`src/rtl/hockey_match_ctrl.sv`:
```
// Match-level sequencer for DigiHockey: runs idle -> serve -> play -> goal hold -> game over,
// keeps both scores, picks the next server and declares the winner at WIN_SCORE goals.
module hockey_match_ctrl #(
    parameter int WIN_SCORE   = 3,
    parameter int HOLD_CYCLES = 100
) (
    input  logic       clk,
    input  logic       rst,
    input  logic       start,
    input  logic       goal_a,
    input  logic       goal_b,
    output logic       core_en,
    output logic       serve_a,
    output logic       serve_b,
    output logic       hold,
    output logic [2:0] score_a,
    output logic [2:0] score_b,
    output logic [1:0] winner,
    output logic [2:0] state
);

    localparam logic [2:0] S_IDLE      = 3'd0;
    localparam logic [2:0] S_SERVE     = 3'd1;
    localparam logic [2:0] S_PLAY      = 3'd2;
    localparam logic [2:0] S_GOAL_HOLD = 3'd3;
    localparam logic [2:0] S_GAME_OVER = 3'd4;

    localparam int             HCW       = (HOLD_CYCLES > 1) ? $clog2(HOLD_CYCLES) : 1;
    localparam logic [HCW-1:0] HOLD_LAST = HCW'(HOLD_CYCLES - 1);
    localparam logic [2:0]     WIN       = 3'(WIN_SCORE);

    logic [2:0]     state_q, state_d;
    logic           start_q, start_d;
    logic [2:0]     score_a_q, score_a_d;
    logic [2:0]     score_b_q, score_b_d;
    logic [1:0]     winner_q, winner_d;
    logic           serve_b_own_q, serve_b_own_d;   // 1 = B serves next
    logic [HCW-1:0] hold_cnt_q, hold_cnt_d;
    logic           start_rise;

    assign start_rise = start & ~start_q;

    // NOTE: every *_d gets its hold value first so no path through the case leaves a latch.
    always_comb begin
        state_d       = state_q;
        start_d       = start;
        score_a_d     = score_a_q;
        score_b_d     = score_b_q;
        winner_d      = winner_q;
        serve_b_own_d = serve_b_own_q;
        hold_cnt_d    = hold_cnt_q;

        case (state_q)
            S_IDLE, S_GAME_OVER: begin
                if (start_rise) begin
                    score_a_d     = 3'd0;
                    score_b_d     = 3'd0;
                    winner_d      = 2'b00;
                    serve_b_own_d = 1'b0;
                    state_d       = S_SERVE;
                end
            end
            S_SERVE: state_d = S_PLAY;
            S_PLAY: begin
                // Both pulses together is a core fault and is dropped.
                if (goal_a && !goal_b) begin
                    score_a_d     = score_a_q + 3'd1;
                    serve_b_own_d = 1'b1;
                    hold_cnt_d    = '0;
                    state_d       = S_GOAL_HOLD;
                end else if (goal_b && !goal_a) begin
                    score_b_d     = score_b_q + 3'd1;
                    serve_b_own_d = 1'b0;
                    hold_cnt_d    = '0;
                    state_d       = S_GOAL_HOLD;
                end
            end
            S_GOAL_HOLD: begin
                if (hold_cnt_q == HOLD_LAST) begin
                    hold_cnt_d = '0;
                    if (score_a_q == WIN) begin
                        winner_d = 2'b01;
                        state_d  = S_GAME_OVER;
                    end else if (score_b_q == WIN) begin
                        winner_d = 2'b10;
                        state_d  = S_GAME_OVER;
                    end else begin
                        state_d = S_SERVE;
                    end
                end else begin
                    hold_cnt_d = hold_cnt_q + HCW'(1);
                end
            end
            default: state_d = S_IDLE;
        endcase
    end

    // NOTE: state registers use <= so every flop samples the pre-edge values of the others.
    always_ff @(posedge clk) begin
        if (rst) begin
            state_q       <= S_IDLE;
            start_q       <= 1'b1;
            score_a_q     <= 3'd0;
            score_b_q     <= 3'd0;
            winner_q      <= 2'b00;
            serve_b_own_q <= 1'b0;
            hold_cnt_q    <= '0;
        end else begin
            state_q       <= state_d;
            start_q       <= start_d;
            score_a_q     <= score_a_d;
            score_b_q     <= score_b_d;
            winner_q      <= winner_d;
            serve_b_own_q <= serve_b_own_d;
            hold_cnt_q    <= hold_cnt_d;
        end
    end

    assign core_en = (state_q == S_PLAY);
    assign serve_a = (state_q == S_SERVE) && !serve_b_own_q;
    assign serve_b = (state_q == S_SERVE) && serve_b_own_q;
    assign hold    = (state_q == S_GOAL_HOLD);
    assign score_a = score_a_q;
    assign score_b = score_b_q;
    assign winner  = winner_q;
    assign state   = state_q;

endmodule
```
`config.mk`:
```
export PLATFORM = sky130hd
export DESIGN_NAME = hockey_match_ctrl
export DESIGN_NICKNAME = d
export VERILOG_FILES = /design/src/rtl/hockey_match_ctrl.sv
export SDC_FILE = /design/constraint.sdc
export NUM_CORES = 1
export LEC_CHECK = 0
export ABC_AREA = 1
export CAP_MARGIN = 20
export CELL_PAD_IN_SITES_DETAIL_PLACEMENT = 0
export CELL_PAD_IN_SITES_GLOBAL_PLACEMENT = 1
export CORE_MARGIN = 2
export CORE_UTILIZATION = 35
export DETAILED_ROUTE_END_ITERATION = 8
export PLACE_DENSITY_LB_ADDON = 0.1
export SYNTH_ARGS = -nofsm -noshare
export SYNTH_HDL_FRONTEND = slang
export SYNTH_SLANG_ARGS = --single-unit
```
`constraint.sdc`:
```
create_clock -name clk -period 1.7 [get_ports clk]
set_input_delay 0.255 -clock clk [delete_from_list [all_inputs] [get_ports clk]]
set_output_delay 0.255 -clock clk [all_outputs]
set_load 0.01 [all_outputs]
```
Yosys cells after proc, flatten, opt, wreduce, memory -nomap -nowiden
Index checks and enable logic that the tools add are counted.
{"block": "totals", "ff_bits": 20, "in_bits": 5, "output_inout_bits": 15}
{"block": "classes", "add_sub_neg": 3, "eq_ne": 14, "muxes": 26, "n_bitwise": 2, "n_reduce_logical": 18}
{"operator": "$mux 3", "count": 10}
{"operator": "$mux 7", "count": 3}
{"operator": "$pmux 7 s2", "count": 1}
{"operator": "$eq 3x2->1 const B", "count": 4}
{"operator": "$pmux 3 s2", "count": 2}
{"operator": "$pmux 3 s4", "count": 1}
{"operator": "$reduce_and 3->1", "count": 3}
{"operator": "$mux 2", "count": 4}
{"operator": "$reduce_and 4->1", "count": 2}
{"operator": "$add 7x1->7 const B", "count": 1}
{"operator": "$eq 7x7->1 const B", "count": 1}
{"operator": "$add 3x1->3 const B", "count": 2}
{"operator": "$ne 2x1->1 const B", "count": 3}
{"operator": "$ne 3x1->1 const B", "count": 2}
{"operator": "$reduce_bool 2->1", "count": 3}
{"operator": "$logic_and 1x1->1", "count": 4}
{"operator": "$ne 2x2->1 const B", "count": 2}
{"operator": "$pmux 2 s2", "count": 1}
{"operator": "$eq 3x1->1 const B", "count": 1}
{"operator": "$eq 3x3->1 const B", "count": 1}
{"operator": "$logic_not 1->1", "count": 3}
{"operator": "$logic_not 3->1", "count": 1}
{"operator": "$mux 1", "count": 3}
{"operator": "$pmux 1 s2", "count": 1}
{"operator": "other kinds (4)", "count": 4}

Longest topological paths before layout
{"block": "depth", "word_depth": 5, "depth_mapped": 9, "mapped_depth_nobuf": 9}

Worst setup path after synthesis
Ideal clock, no wire load.
{"block": "synth_timing", "path_kind": "reg-to-reg", "startpoint": "register score_a_q[0] (netlist: score_a[0])", "endpoint": "register winner_q[1] (netlist: winner[1])", "setup_time_ns": 0.113, "t_arrival_ns": 1.361, "required_ns": 1.587, "slack_ns": 0.226, "stages_incl_launch_ff": 10, "synth_period_minus_slack_ns": 1.474, "path_cell_list": "dfxtp_1 -> ha_1 -> ha_1 -> or2_2 -> nand2_2 -> nand2_1 -> nand3_2 -> nand2_1 -> nand2_1 -> nor2_1"}
{"block": "synth_via", "elab_chain_len": 4, "elab_cells_between_ends": 6, "classes_between": "eq/ne: 2; mux: 3; reduce/logical: 1"}
{"element": "start: declaration", "line_no": "34", "rtl": "logic [2:0] score_a_q, score_a_d;"}
{"element": "start signal: assignment", "line_no": "111", "rtl": "score_a_q <= score_a_d;"}
{"element": "$eq 3x2->1 *", "line_no": "81", "rtl": "if (score_a_q == WIN) begin"}
{"element": "$mux 2", "line_no": "81"}
{"element": "$mux 2", "line_no": "79", "rtl": "if (hold_cnt_q == HOLD_LAST) begin"}
{"element": "$pmux 2 s2", "line_no": "53", "rtl": "case (state_q)"}
{"element": "end signal: assignment", "line_no": "113", "rtl": "winner_q <= winner_d;"}
{"element": "end: declaration", "line_no": "36", "rtl": "logic [1:0] winner_q, winner_d;"}
Every way passes the cells marked *; elsewhere a longest branch is shown, timed or not. The select of a mux whose other input is x is not followed.
A chain may end at the register's enable or synchronous reset.

Worst setup path after layout
Same ends and word-level chain as after synthesis.

==> reports/results.ini <==
[status]
status=complete, no violations

[synthesis]
synth_area_um2=1120
synthCells=173
synth_nets=183
synth.area.mux_share_pct=0
synth-xor-area-share_pct=0
synth.top_cell.area_share_pct=35.8
yosys.area.top_type=dfxtp_1
ys_ff_latch=20
synth_top_family_by_area=simple AND/OR/NAND/NOR gates
synth_top_cells_by_area=dfxtp_1 (36%), nand2_1 (14%), nor2_1 (13%)
postSynthAreaPerCell_um2=6.47
synth-edff-count=0
yosys.cell_types.count=19
synth_seq_area_share_pct=35.8
ys_warn_count=0
synth-main-ff-cell=dfxtp_1
synthTopCellsByCount=nand2_1 (42), nor2_1 (38), inv_1 (24)
synth-async-reset-ratio_pct=0
synth-adder-area-share_pct=5.59
synth-simple-area-share_pct=41.9
synth_compound_area_share_pct=7.27
yosysMostFrequentCell=nand2_1

[grt]
antenna_found_initial=0
track_usage_pct=14.7
grt_pass1_wl_mm=3.97
grt_max_degree=13
gr-total-overflow=0
grt_pass1_vias=972

[pwr]
max-vdd-ir-drop_mv=0.519
p_per_area_nw_per_um2=1470
p_leak_nw=0.662

[place]
pre_cts_slack_ps=79.0
port_buffers=19
gp_congestion=0.768
dp.cells=236
place_hpwl_mm=1.89
placed_area_um2=1370

[drt]
drc=0
vias=1082
drt-wirelength-per-cell_um=10.3
via_per_inst=4.51
first_pass_iters=4
routed_wl_mm=2.46
drtIter0Drc=40
final_antenna_net_count=0

[critical_path]
crit_arrival_ps=1750
cp.required_ps=1910
crit_type=reg -> reg
worstSetupEndpointType=flip-flop
cp-start-kind=flip-flop
crit_fanout=4

[clocking]
cts_sinks=20
cts-root-buf=clkbuf_4
clk_pin_slew_ps=110
clk_path_buf_depth=2
cts_tree=yes
clk_latency_ps=310
postCtsHoldBufs=0
cts_buffers=3
cts_max_level=1

[layout]
syn2layout_area_growth_pct=25.5
fill_cells=344
num_antenna_cells=0
nNetsFinal=208
drive_gt1_share_pct=11.7
final_area_um2=1400
instances_no_fill=240

[floorplan]
coreArea_um2=3050
die_x_um=60.5
ioPinCount=20
die_h_um=60.5
rows=20
die_area_um2=3660
start_util_pct=36.6

[timing]
rsz0062_at_grt=no
setup-violations-final=0
finalHoldViolCount=0
timing.hold.ws_ps=486
fmax_mhz=647
tns_ps=0
period_minus_slack_ps=1540
drv_slew=0
max_slew_margin_pct=75.7
fin_skew_ps=10.7
layout_setup_ws_ps=155
min_period_over_period_pct=90.9
worst_slew_pin_slew_ps=364

[worst_hold_path]
min_path_type=reg -> reg

[flow_run]
drv_cap=0

==> layout by cell type (no fill, tap or decap), drive strengths merged <==
cell,instances
nand2,46
a21oi,7
inv,25
nor2,40
dlygate4sd2,3
o211ai,1
clkbuf,3
nand3,12
o21ai,7
or2,3
nand4,4
dlymetal6s2s,1
clkdlybuf4s50,15
buf,3
dfxtp,20
nand3b,1
ha,5
==> stage by stage <==
stage               util, %  power (mW)
CTS                    45.9        2.09
detailed placement     44.8        1.84
global placement       44.8        1.83
floorplan                 -        1.43
finish                 46.0        2.06
global route           46.0        2.27
==> registers in the layout (all words and copies together) (netlist names) <==
register and count:
winner 2, score_b 3, start_q 1, state 3
score_a 3, hold_cnt_q 7, serve_b_own_q 1
==> power breakdown <==
group          internal, mW  total [mW]  switching, mW
clock                0.0828       0.229          0.146
combinational         0.474        1.14          0.663
sequential            0.590       0.697          0.107
total                  1.15        2.06          0.915
==> cells by family after synthesis <==
logic type / count (synthesis)
and+or+nand+nor: 106
buffers and inverters: 27
DFF: 20
AOI/OAI and AO/OA: 15
adders and majority gates: 5
==> worst max-delay path, cell delays in order (launching register included) <==
cell	delay, ps
dfxtp_1	350
ha_1	210
ha_1	200
or2_2	300
nand2_2	80
nand2_1	70
nand3_2	100
nand2_1	50
nand2_1	50
nor2_1	40
==> path summary, 6_finish.rpt <==
kind / startpoint / end / slack, ps / cells past startpoint
worst max register to register: score_a[0]$_SDFFE_PP0P_ / winner[1]$_SDFFE_PP0P_ / 160 / 9
worst min register to register: serve_b_own_q$_SDFFE_PP0P_ / serve_b_own_q$_SDFFE_PP0P_ / 490 / 2
worst min-delay path: serve_b_own_q$_SDFFE_PP0P_ / serve_b_own_q$_SDFFE_PP0P_ / 490 / 2
worst max-delay path: score_a[0]$_SDFFE_PP0P_ / winner[1]$_SDFFE_PP0P_ / 160 / 9
==> layer usage <==
metal / vias up / part of all wire (%) / global-route usage, %
met1: 482 / 47 / 16.9
met3: 4 / 2.8 / 3.20
li1: 582 / - / -
met2: 14 / 49 / 26.2
met5: - / 0 / 0
met4: 0 / 1.2 / 6.52
==> cell type report <==
type	count	area, um2	share of cell area (%)
Multi-Input combinational cell	126	613	43.7
Timing Repair Buffer	22	211	15.1
Sequential cell	20	408	29.1
Clock buffer	3	22.5	1.60
Inverter	25	93.8	6.68
Tap cell	44	55.1	3.92
==> what timing repair did <==
action / CTS / global route
setup buffers: 1 / 0
endpoints found under the setup margin: 4 / 2
pin swaps: 1 / 0
gates resized for setup: 7 / 2
No activity file was read; power rests on OpenSTA's default activity.
